--- src/rtl/prco_led_pwm_bank_pkg.sv ---
// Shared definitions for the PRCO LED PWM bank.
//   - Register word addresses (DIV, MODE, first DUTY slot)
//   - Per-channel mode encoding
//   - led_level(): maps a channel mode plus frame state to an output level
package prco_led_pwm_bank_pkg;

  localparam int LED_A_DIV   = 0;
  localparam int LED_A_MODE  = 1;
  localparam int LED_A_DUTY0 = 2;

  localparam int BUS_W = 16;

  typedef enum logic [1:0] {
    LED_M_OFF   = 2'b00,
    LED_M_ON    = 2'b01,
    LED_M_PWM   = 2'b10,
    LED_M_BLINK = 2'b11
  } led_mode_e;

  function automatic logic led_level(input led_mode_e mode, input logic pwm_hi,
                                     input logic blink);
    logic lvl;
    case (mode)
      LED_M_ON:    lvl = 1'b1;
      LED_M_PWM:   lvl = pwm_hi;
      LED_M_BLINK: lvl = blink;
      default:     lvl = 1'b0;
    endcase
    return lvl;
  endfunction

endpackage

--- src/rtl/prco_led_pwm_bank_prescaler.sv ---
// Programmable tick prescaler (also usable as a UART baud generator).
//   clk50    in   system clock
//   rst_n    in   async active-low reset
//   i_wr     in   load strobe: takes i_wdata as new reload, restarts the count
//   i_wdata  in   DIV_BITS new reload value
//   o_div    out  DIV_BITS current reload value (for readback)
//   o_tick   out  1-cycle pulse while count == reload; period is DIV+1 cycles
module prco_led_pwm_bank_prescaler #(
  parameter int DIV_BITS    = 16,
  parameter int DIV_DEFAULT = 195
) (
  input  logic                clk50,
  input  logic                rst_n,
  input  logic                i_wr,
  input  logic [DIV_BITS-1:0] i_wdata,
  output logic [DIV_BITS-1:0] o_div,
  output logic                o_tick
);

  logic [DIV_BITS-1:0] r_div;
  logic [DIV_BITS-1:0] r_cnt;
  logic                w_tick;

  // Combinational tick: DIV=0 keeps the count at 0, so it fires every cycle.
  assign w_tick = (r_cnt == r_div);

  always_ff @(posedge clk50 or negedge rst_n) begin
    if (!rst_n) begin
      r_div <= DIV_BITS'(DIV_DEFAULT);
      r_cnt <= '0;
    end else if (i_wr) begin
      // New reload restarts the period from the write edge.
      r_div <= i_wdata;
      r_cnt <= '0;
    end else if (w_tick) begin
      r_cnt <= '0;
    end else begin
      r_cnt <= r_cnt + DIV_BITS'(1);
    end
  end

  assign o_div  = r_div;
  assign o_tick = w_tick;

endmodule

--- src/rtl/prco_led_pwm_bank.sv ---
// Memory-mapped LED driver: NUM_CH channels, each OFF / ON / PWM / BLINK.
//   clk50      in   system clock
//   rst_n      in   async active-low reset (release synchronised internally)
//   bus_addr   in   ADDR_W word address: 0 DIV, 1 MODE, 2+i DUTY[i]
//   bus_wr     in   write strobe, commits on the edge it is high
//   bus_rd     in   read strobe; data returned the following cycle
//   bus_wdata  in   16-bit write data
//   bus_rdata  out  16-bit read data, holds until the next read
//   bus_rvalid out  1-cycle pulse the cycle after bus_rd
//   leds       out  NUM_CH registered LED levels, active high
module prco_led_pwm_bank
  import prco_led_pwm_bank_pkg::*;
#(
  parameter int NUM_CH      = 8,
  parameter int PWM_BITS    = 8,
  parameter int DIV_BITS    = 16,
  parameter int DIV_DEFAULT = 195,
  parameter int ADDR_W      = 4
) (
  input  logic              clk50,
  input  logic              rst_n,
  input  logic [ADDR_W-1:0] bus_addr,
  input  logic              bus_wr,
  input  logic              bus_rd,
  input  logic [BUS_W-1:0]  bus_wdata,
  output logic [BUS_W-1:0]  bus_rdata,
  output logic              bus_rvalid,
  output logic [NUM_CH-1:0] leds
);

  localparam logic [PWM_BITS-1:0] PWM_MAX = '1;

  // Async assert, sync release.
  logic [1:0] r_rst_sync;
  logic       w_rst_n;

  always_ff @(posedge clk50 or negedge rst_n) begin
    if (!rst_n) r_rst_sync <= '0;
    else        r_rst_sync <= {r_rst_sync[0], 1'b1};
  end
  assign w_rst_n = r_rst_sync[1];

  // Register file
  logic [2*NUM_CH-1:0]              r_mode;
  logic [NUM_CH-1:0][PWM_BITS-1:0]  r_duty;
  logic [NUM_CH-1:0][PWM_BITS-1:0]  r_shadow;
  logic [DIV_BITS-1:0]              w_div;
  logic                             w_wr_div;
  logic                             w_wr_mode;
  logic [BUS_W-1:0]                 w_rd_val;
  logic [BUS_W-1:0]                 r_rdata;
  logic                             r_rvalid;

  assign w_wr_div  = bus_wr && (bus_addr == ADDR_W'(LED_A_DIV));
  assign w_wr_mode = bus_wr && (bus_addr == ADDR_W'(LED_A_MODE));

  always_ff @(posedge clk50 or negedge w_rst_n) begin
    if (!w_rst_n) begin
      r_mode <= '0;
      r_duty <= '0;
    end else begin
      if (w_wr_mode) r_mode <= bus_wdata[2*NUM_CH-1:0];
      for (int i = 0; i < NUM_CH; i++)
        if (bus_wr && (bus_addr == ADDR_W'(LED_A_DUTY0 + i)))
          r_duty[i] <= bus_wdata[PWM_BITS-1:0];
    end
  end

  // Read mux sees pre-edge state, so rd+wr in one cycle returns the old value.
  always_comb begin
    w_rd_val = '0;
    if (bus_addr == ADDR_W'(LED_A_DIV))       w_rd_val[DIV_BITS-1:0] = w_div;
    else if (bus_addr == ADDR_W'(LED_A_MODE)) w_rd_val[2*NUM_CH-1:0] = r_mode;
    for (int i = 0; i < NUM_CH; i++)
      if (bus_addr == ADDR_W'(LED_A_DUTY0 + i)) w_rd_val[PWM_BITS-1:0] = r_duty[i];
  end

  always_ff @(posedge clk50 or negedge w_rst_n) begin
    if (!w_rst_n) begin
      r_rdata  <= '0;
      r_rvalid <= 1'b0;
    end else begin
      r_rvalid <= bus_rd;
      if (bus_rd) r_rdata <= w_rd_val;
    end
  end

  assign bus_rdata  = r_rdata;
  assign bus_rvalid = r_rvalid;

  // Prescaler
  logic w_tick;

  prco_led_pwm_bank_prescaler #(
    .DIV_BITS    (DIV_BITS),
    .DIV_DEFAULT (DIV_DEFAULT)
  ) u_presc (
    .clk50   (clk50),
    .rst_n   (w_rst_n),
    .i_wr    (w_wr_div),
    .i_wdata (bus_wdata[DIV_BITS-1:0]),
    .o_div   (w_div),
    .o_tick  (w_tick)
  );

  // Frame counter; duty is latched into the shadow only at frame start
  // so a mid-frame duty write never produces a runt pulse.
  logic [PWM_BITS-1:0] r_pwm_cnt;
  logic                r_blink;
  logic                w_wrap;

  assign w_wrap = w_tick && (r_pwm_cnt == PWM_MAX);

  always_ff @(posedge clk50 or negedge w_rst_n) begin
    if (!w_rst_n) begin
      r_pwm_cnt <= '0;
      r_shadow  <= '0;
      r_blink   <= 1'b0;
    end else begin
      if (w_tick) r_pwm_cnt <= r_pwm_cnt + PWM_BITS'(1);
      if (w_wrap) begin
        r_shadow <= r_duty;
        r_blink  <= ~r_blink;
      end
    end
  end

  // Per-channel output comparators
  logic [NUM_CH-1:0] w_led_nxt;
  logic [NUM_CH-1:0] r_leds;

  for (genvar g = 0; g < NUM_CH; g++) begin : g_ch
    assign w_led_nxt[g] = led_level(led_mode_e'(r_mode[2*g +: 2]),
                                    r_pwm_cnt < r_shadow[g], r_blink);
  end

  always_ff @(posedge clk50 or negedge w_rst_n) begin
    if (!w_rst_n) r_leds <= '0;
    else          r_leds <= w_led_nxt;
  end

  assign leds = r_leds;

  // Upper write-data bits beyond the narrowest field are intentionally dropped.
  logic w_unused_wdata;
  assign w_unused_wdata = ^bus_wdata;

endmodule

--- config.mk ---
export PLATFORM = sky130hd
export DESIGN_NAME = prco_led_pwm_bank
export DESIGN_NICKNAME = d
export VERILOG_FILES = /design/src/rtl/prco_led_pwm_bank_pkg.sv /design/src/rtl/prco_led_pwm_bank_prescaler.sv /design/src/rtl/prco_led_pwm_bank.sv
export SDC_FILE = /design/constraint.sdc
export NUM_CORES = 1
export LEC_CHECK = 0
export ABC_CLOCK_PERIOD_IN_PS = 8800
export BUFFER_PORTS_ARGS = -buffer_cell sky130_fd_sc_hd__buf_4
export CORE_MARGIN = 4
export CORE_UTILIZATION = 42
export DETAILED_ROUTE_END_ITERATION = 7
export PLACE_DENSITY_LB_ADDON = 0.12
export SLEW_MARGIN = 10
export SYNTH_ARGS = -nofsm -noshare
export SYNTH_HDL_FRONTEND = slang
export SYNTH_SLANG_ARGS = --single-unit
--- constraint.sdc ---
create_clock -name clk50 -period 8.8 [get_ports clk50]
set_clock_uncertainty 0.2 [all_clocks]
set_input_delay 0.44 -clock clk50 [delete_from_list [all_inputs] [get_ports clk50]]
set_output_delay 0.44 -clock clk50 [all_outputs]
set_load 0.02 [all_outputs]
-- Word-level counts from Yosys, hierarchy flattened
Cells that the tools add are included.
W data, S select, Z words.
- input bits: 24
- output and inout port bits: 25
- register bits after elaboration: 212
- logic and storage cells: 103
- eq/ne operators: 35
- muxes and demuxes: 20
- $add $sub $neg: 2
- reduce and logical (&&, ||, !) cells: 12
- magnitude comparators: 8
- bitwise logic cells: 1
- operators with widths (cell ; number):
    $lt A8 B8 Y1 ; 8
    $mux W16 ; 4
    $mux W8 ; 8
    $eq A2 B2 Y1 const B ; 16
    $pmux W1 S3 ; 8
    $add A16 B1 Y16 const B ; 1
    $eq A16 B16 Y1 ; 1
    $eq A2 B1 Y1 const B ; 8
    $eq A4 B3 Y1 const B ; 4
    $logic_and A1 B1 Y1 ; 11
    $add A8 B1 Y8 const B ; 1
    $eq A4 B2 Y1 const B ; 2
    $eq A4 B4 Y1 const B ; 2
    $eq A8 B8 Y1 const B ; 1
    $eq A4 B1 Y1 const B ; 1
    $logic_not A4 Y1 ; 1
    $not A1 Y1 ; 1

-- Longest topological paths before layout
- depth after elaboration: 11
- gate-level depth with buffers: 8

-- Modules after synthesis
From an unflattened synthesis, not the netlist that was laid out.
- cell total of the unflattened synthesis: 958
- area, all modules: 10531.4 sq um
- by module, submodules not included (module ; times used ; cells each ; area each (sq um)):
    prco_led_pwm_bank ; 1 ; 825 ; 8987.4
    prco_led_pwm_bank_prescaler ; 1 ; 133 ; 1544.0

-- Worst setup path before layout
OpenSTA, ideal clock, no wires.
- kind: register to register
- start: reg u_presc.r_div[0] (netlist: u_presc.o_div[0])
- end: reg r_shadow[0] in the netlist's numbering
- cell stages (with the launch flop): 8
- slack: 6.393 ns
- setup time: 0.125 ns
- required time: 8.475 ns
- data arrival time: 2.082 ns
- buffers on the path: 2
- clock period less this slack: 2.407 ns
- path through: dfstp_2 > xnor2_1 > nand4_1 > nor4_4 > nand4_1 > buf_4 > buf_6 > mux2_4
- cells in the longest elaborated chain, start to end: 2
- ends and longest elaborated chain (element ; line ; text):
    start: declaration ; prco_led_pwm_bank_prescaler.sv:20 ; logic [DIV_BITS-1:0] r_div;
    start signal: assignment ; prco_led_pwm_bank_prescaler.sv:29 ; r_div <= DIV_BITS'(DIV_DEFAULT);
    start signal: assignment ; prco_led_pwm_bank_prescaler.sv:33 ; r_div <= i_wdata;
    $eq A16 B16 Y1 ; prco_led_pwm_bank_prescaler.sv:25 ; assign w_tick = (r_cnt == r_div);
    $logic_and A1 B1 Y1 ; prco_led_pwm_bank.sv:112 ; assign w_wrap = w_tick && (r_pwm_cnt == PWM_MAX);
    end signal: assignment ; prco_led_pwm_bank.sv:122 ; r_shadow <= r_duty;
    end: declaration ; prco_led_pwm_bank.sv:46 ; logic [NUM_CH-1:0][PWM_BITS-1:0] r_shadow;
Every way passes these cells.
A chain may end at the register's enable or synchronous reset.

-- Final worst setup path
- start: reg u_presc.r_div[0] (netlist: u_presc.o_div[0])
- end: reg r_shadow[52] in the netlist's numbering
The elaborated chain is that of the path after synthesis.

==> results.md <==
* Outcome: finished, final reports clean
* DRT antenna net count at 0
* Reg2reg start: u_presc.o_div[0]
* Crit-path cells: xnor2_1, nand4_1, nor4_4, nand4_1, buf_4, mux2_4
* Reg2reg end: r_shadow[52]
* Clock root buffer: clkbuf_16
* Dpl cells at 1,227
* P per Cell Area at roughly 220 nW/um2
* Post-Place Cell Area at 11,390 um2
* CTS H-tree depth at 1
* Area contributors post-synth: dfrtp_1 48%, mux2_2 12%, mux2_4 7.0%
* R2R cell count at 6
* Critical path data required time at around 9000 ps
* R2r setup slk at 4940 ps
* Combinational power share at 0.156
* Number of vias per cell at 5.383
* Clock share of power at 0.370
* Switch Pwr at approximately 0.74 mW
* Max Slew Vio Count at 0
* CP top delay family: simple AND/OR/NAND/NOR gates
* Synth Flop Type: dfrtp_1
* GR Overflow Total at 0
* Critical path startpoint category: flip-flop
* Die area at 28,270 um2
* Die width at 168.1 um
* Area Overhead vs Synth at 13.74%
* Crit path largest cell delay at 890 ps
* Worst path bufs/invs at 1
* Worst skew pair latency at between 500 and 600 ps
* Leak at 5.629 nW
* Layout cells sized above 1 at 0.2806
* Synth Net Count at 965
* Cells after Synth at between 800 and 900
* Final setup vio count at 0
* HP Class: primary input to async pin
* Hold-fix buffers at CTS at 9
* Fin util at 0.4865
* Sequential share of power at 0.474
* Fillers at ~2,300
* Final hold viol count at 0
* Clock net sink count at roughly 210
* Int Power at 1.946 mW
* Largest net degree at the start of global routing at ~80
* Setup_tns at 0 ps
* Synth top area share at 0.4832
* Crit path max fanout at 52
* CTS buffer count at 24
* Yosys cell types at roughly 50
* Core area at 25,180 um2
* Dpl hpwl at 18.66 mm
* Final min period at 3857 ps
* Slowest cell on crit path: nand4_1
* TritonCTS clock tree: built
* Initial core utilization at 0.4278
* Largest area contributor in the netlist: dfrtp_1
* Via count at a little under 7,000
* Io pins at 49
* IO buf count at 48
* Vias in the first global route at 6,869
* Antenna violations before repair at 0
* # DRC at 0
* Post-synth EDFFs at 0
* Syn avg cell area at 12.20 um2
* Worst slew margin at 0.3410
* Switch share at 0.2759
* Final period util at 0.4383
* Resize count post-CTS at 0
* Drt pass-1 iters at 5
* Asr flop ratio synth at 1.000
* Worst setup EP type: flip-flop
* Drt first-iter violations at 468
* Wire per inst at about 21 um
* Peak supply drop at 0.1556 mV
* Max-cap violations at 0
* Crit path top cell by count: nand4_1
* Total GRT Usage at 0.1933
* WS Path Type: flip-flop to flip-flop
* Critical Path AT at 4040 ps
* Final non-filler cell total at 1,278
* Synth Cell Area at 10,770 um2
* Routed Wire Length at 27.06 mm
* Worst-Margin Slew at slightly below 1000 ps
* Unrepaired setup endpoints after global routing: false
* Chip Height at 168.1 um
* Synth Register Bits at about 210
* Bufs on Longest Clock Path at 3
* N_diodes at 0
* Rows at 58
* Postcts setup bufs at 0
* Sequential fraction of the synthesis area at 0.4930
* Fin area at 12,250 um2
* # nets final at 1,014
* Fmax achieved at 0.2592 GHz
* Placer congestion estimate at 0.7813
* Syn. warnings at 0
* Clock slew at reported path FFs at 60 ps
* First-pass GRT wire length at 42.64 mm
-- per-layer routing --
layer / GRT usage / part of all wire / vias to the layer above
li1: - / - / 3231
met1: 0.2919 / 0.49 / 3489
met2: 0.3010 / 0.46 / 127
met3: 0.02418 / 0.032 / 32
met4: 0.04023 / 0.020 / 0
met5: 0 / 0 / -
-- how the worst max path moves through the flow --
stage / from / end / slack, ps / cells after the start
2_1_floorplan: r_rst_sync[1] / bus_rdata[0] / 2260 / 0
3_3_place_gp: u_presc.o_div[0] / r_shadow[54] / 4900 / 6
3_5_place_dp: u_presc.o_div[0] / r_shadow[63] / 4850 / 6
4_1_cts: u_presc.o_div[0] / r_shadow[63] / 4840 / 6
5_1_grt: u_presc.o_div[6] / r_shadow[63] / 4650 / 6
6_report: u_presc.o_div[0] / r_shadow[52] / 4940 / 6
-- sequential cells by signal (all words and copies together), names as in the netlist --
name,count
r_duty,64
r_shadow,64
bus_rdata,16
r_mode,16
u_presc.o_div,16
u_presc.r_cnt,16
leds,8
r_pwm_cnt,8
r_rst_sync,2
bus_rvalid,1
r_blink,1
-- power by group through the flow --
stage	clock network (mW)	logic, mW	registers [mW]
floorplan	0	0.282	1.26
global placement	0	0.417	1.29
detailed placement	0	0.420	1.29
CTS	1.02	0.426	1.27
global route	1.06	0.459	1.30
finish	0.994	0.421	1.27
-- layout make-up --
class / instances / area [um2] / area share
clock inverter: 4 / 70.07 / 0.005719
multi-input combinational: 572 / 5041 / 0.4115
sequential: 212 / 5314 / 0.4337
tap: 330 / 412.9 / 0.03370
timing repair buffer: 61 / 480.5 / 0.03922
clock buffer: 38 / 704.4 / 0.05750
inverter: 61 / 229.0 / 0.01869
-- cell families after synthesis --
group / share of synthesized area
other cells: 0.0003481
buf+inv: 0.03903
mux: 0.2102
fa+ha+maj: 0.06737
flops: 0.4930
compound gates: 0.07818
simple gates: 0.08096
xor+xnor: 0.03090
-- cell usage after synthesis, types with 5 or more instances --
cell      instances
buf_6             5
a21o_1           22
clkbuf_1         13
dfrtp_1         208
o21a_1            6
mux2i_1          14
mux2_2          118
and3_1            6
a21oi_1          20
buf_1            13
ha_1             58
nor2_1           52
a22oi_1          10
nand2_1          22
o21ai_0          18
nand4_1          14
mux2_4           50
buf_2             6
xor2_1            6
xnor2_1          32
inv_1            61
a211oi_1          5
a31oi_1           9
nor3_1            7
nand2b_1         24
o22ai_1          15
nand3_1          16
nor2b_1          13
-- metrics by stage --
step	total power [mW]	hold slack, ps	worst slack [ps]
final	2.688	33.51	4943
after detailed placement	1.712	23.10	4853
after global routing	2.815	31.40	4652
after global placement	1.705	23.33	4900
after floorplan	1.546	-55.59	2262
after CTS	2.720	11.48	4836
-- cells in the final DEF (no fill, tap or decap), types with 24 or more instances in the layout --
cell type / netlist / routed
ha_1: 58 / 58
xnor2_1: 32 / 32
inv_1: 61 / 61
buf_4: 1 / 52
nor2_1: 52 / 52
mux2_4: 50 / 50
nand2b_1: 24 / 24
clkbuf_16: 0 / 25
dfrtp_1: 208 / 207
mux2_2: 118 / 118
No activity file was read; power rests on OpenSTA's default activity.
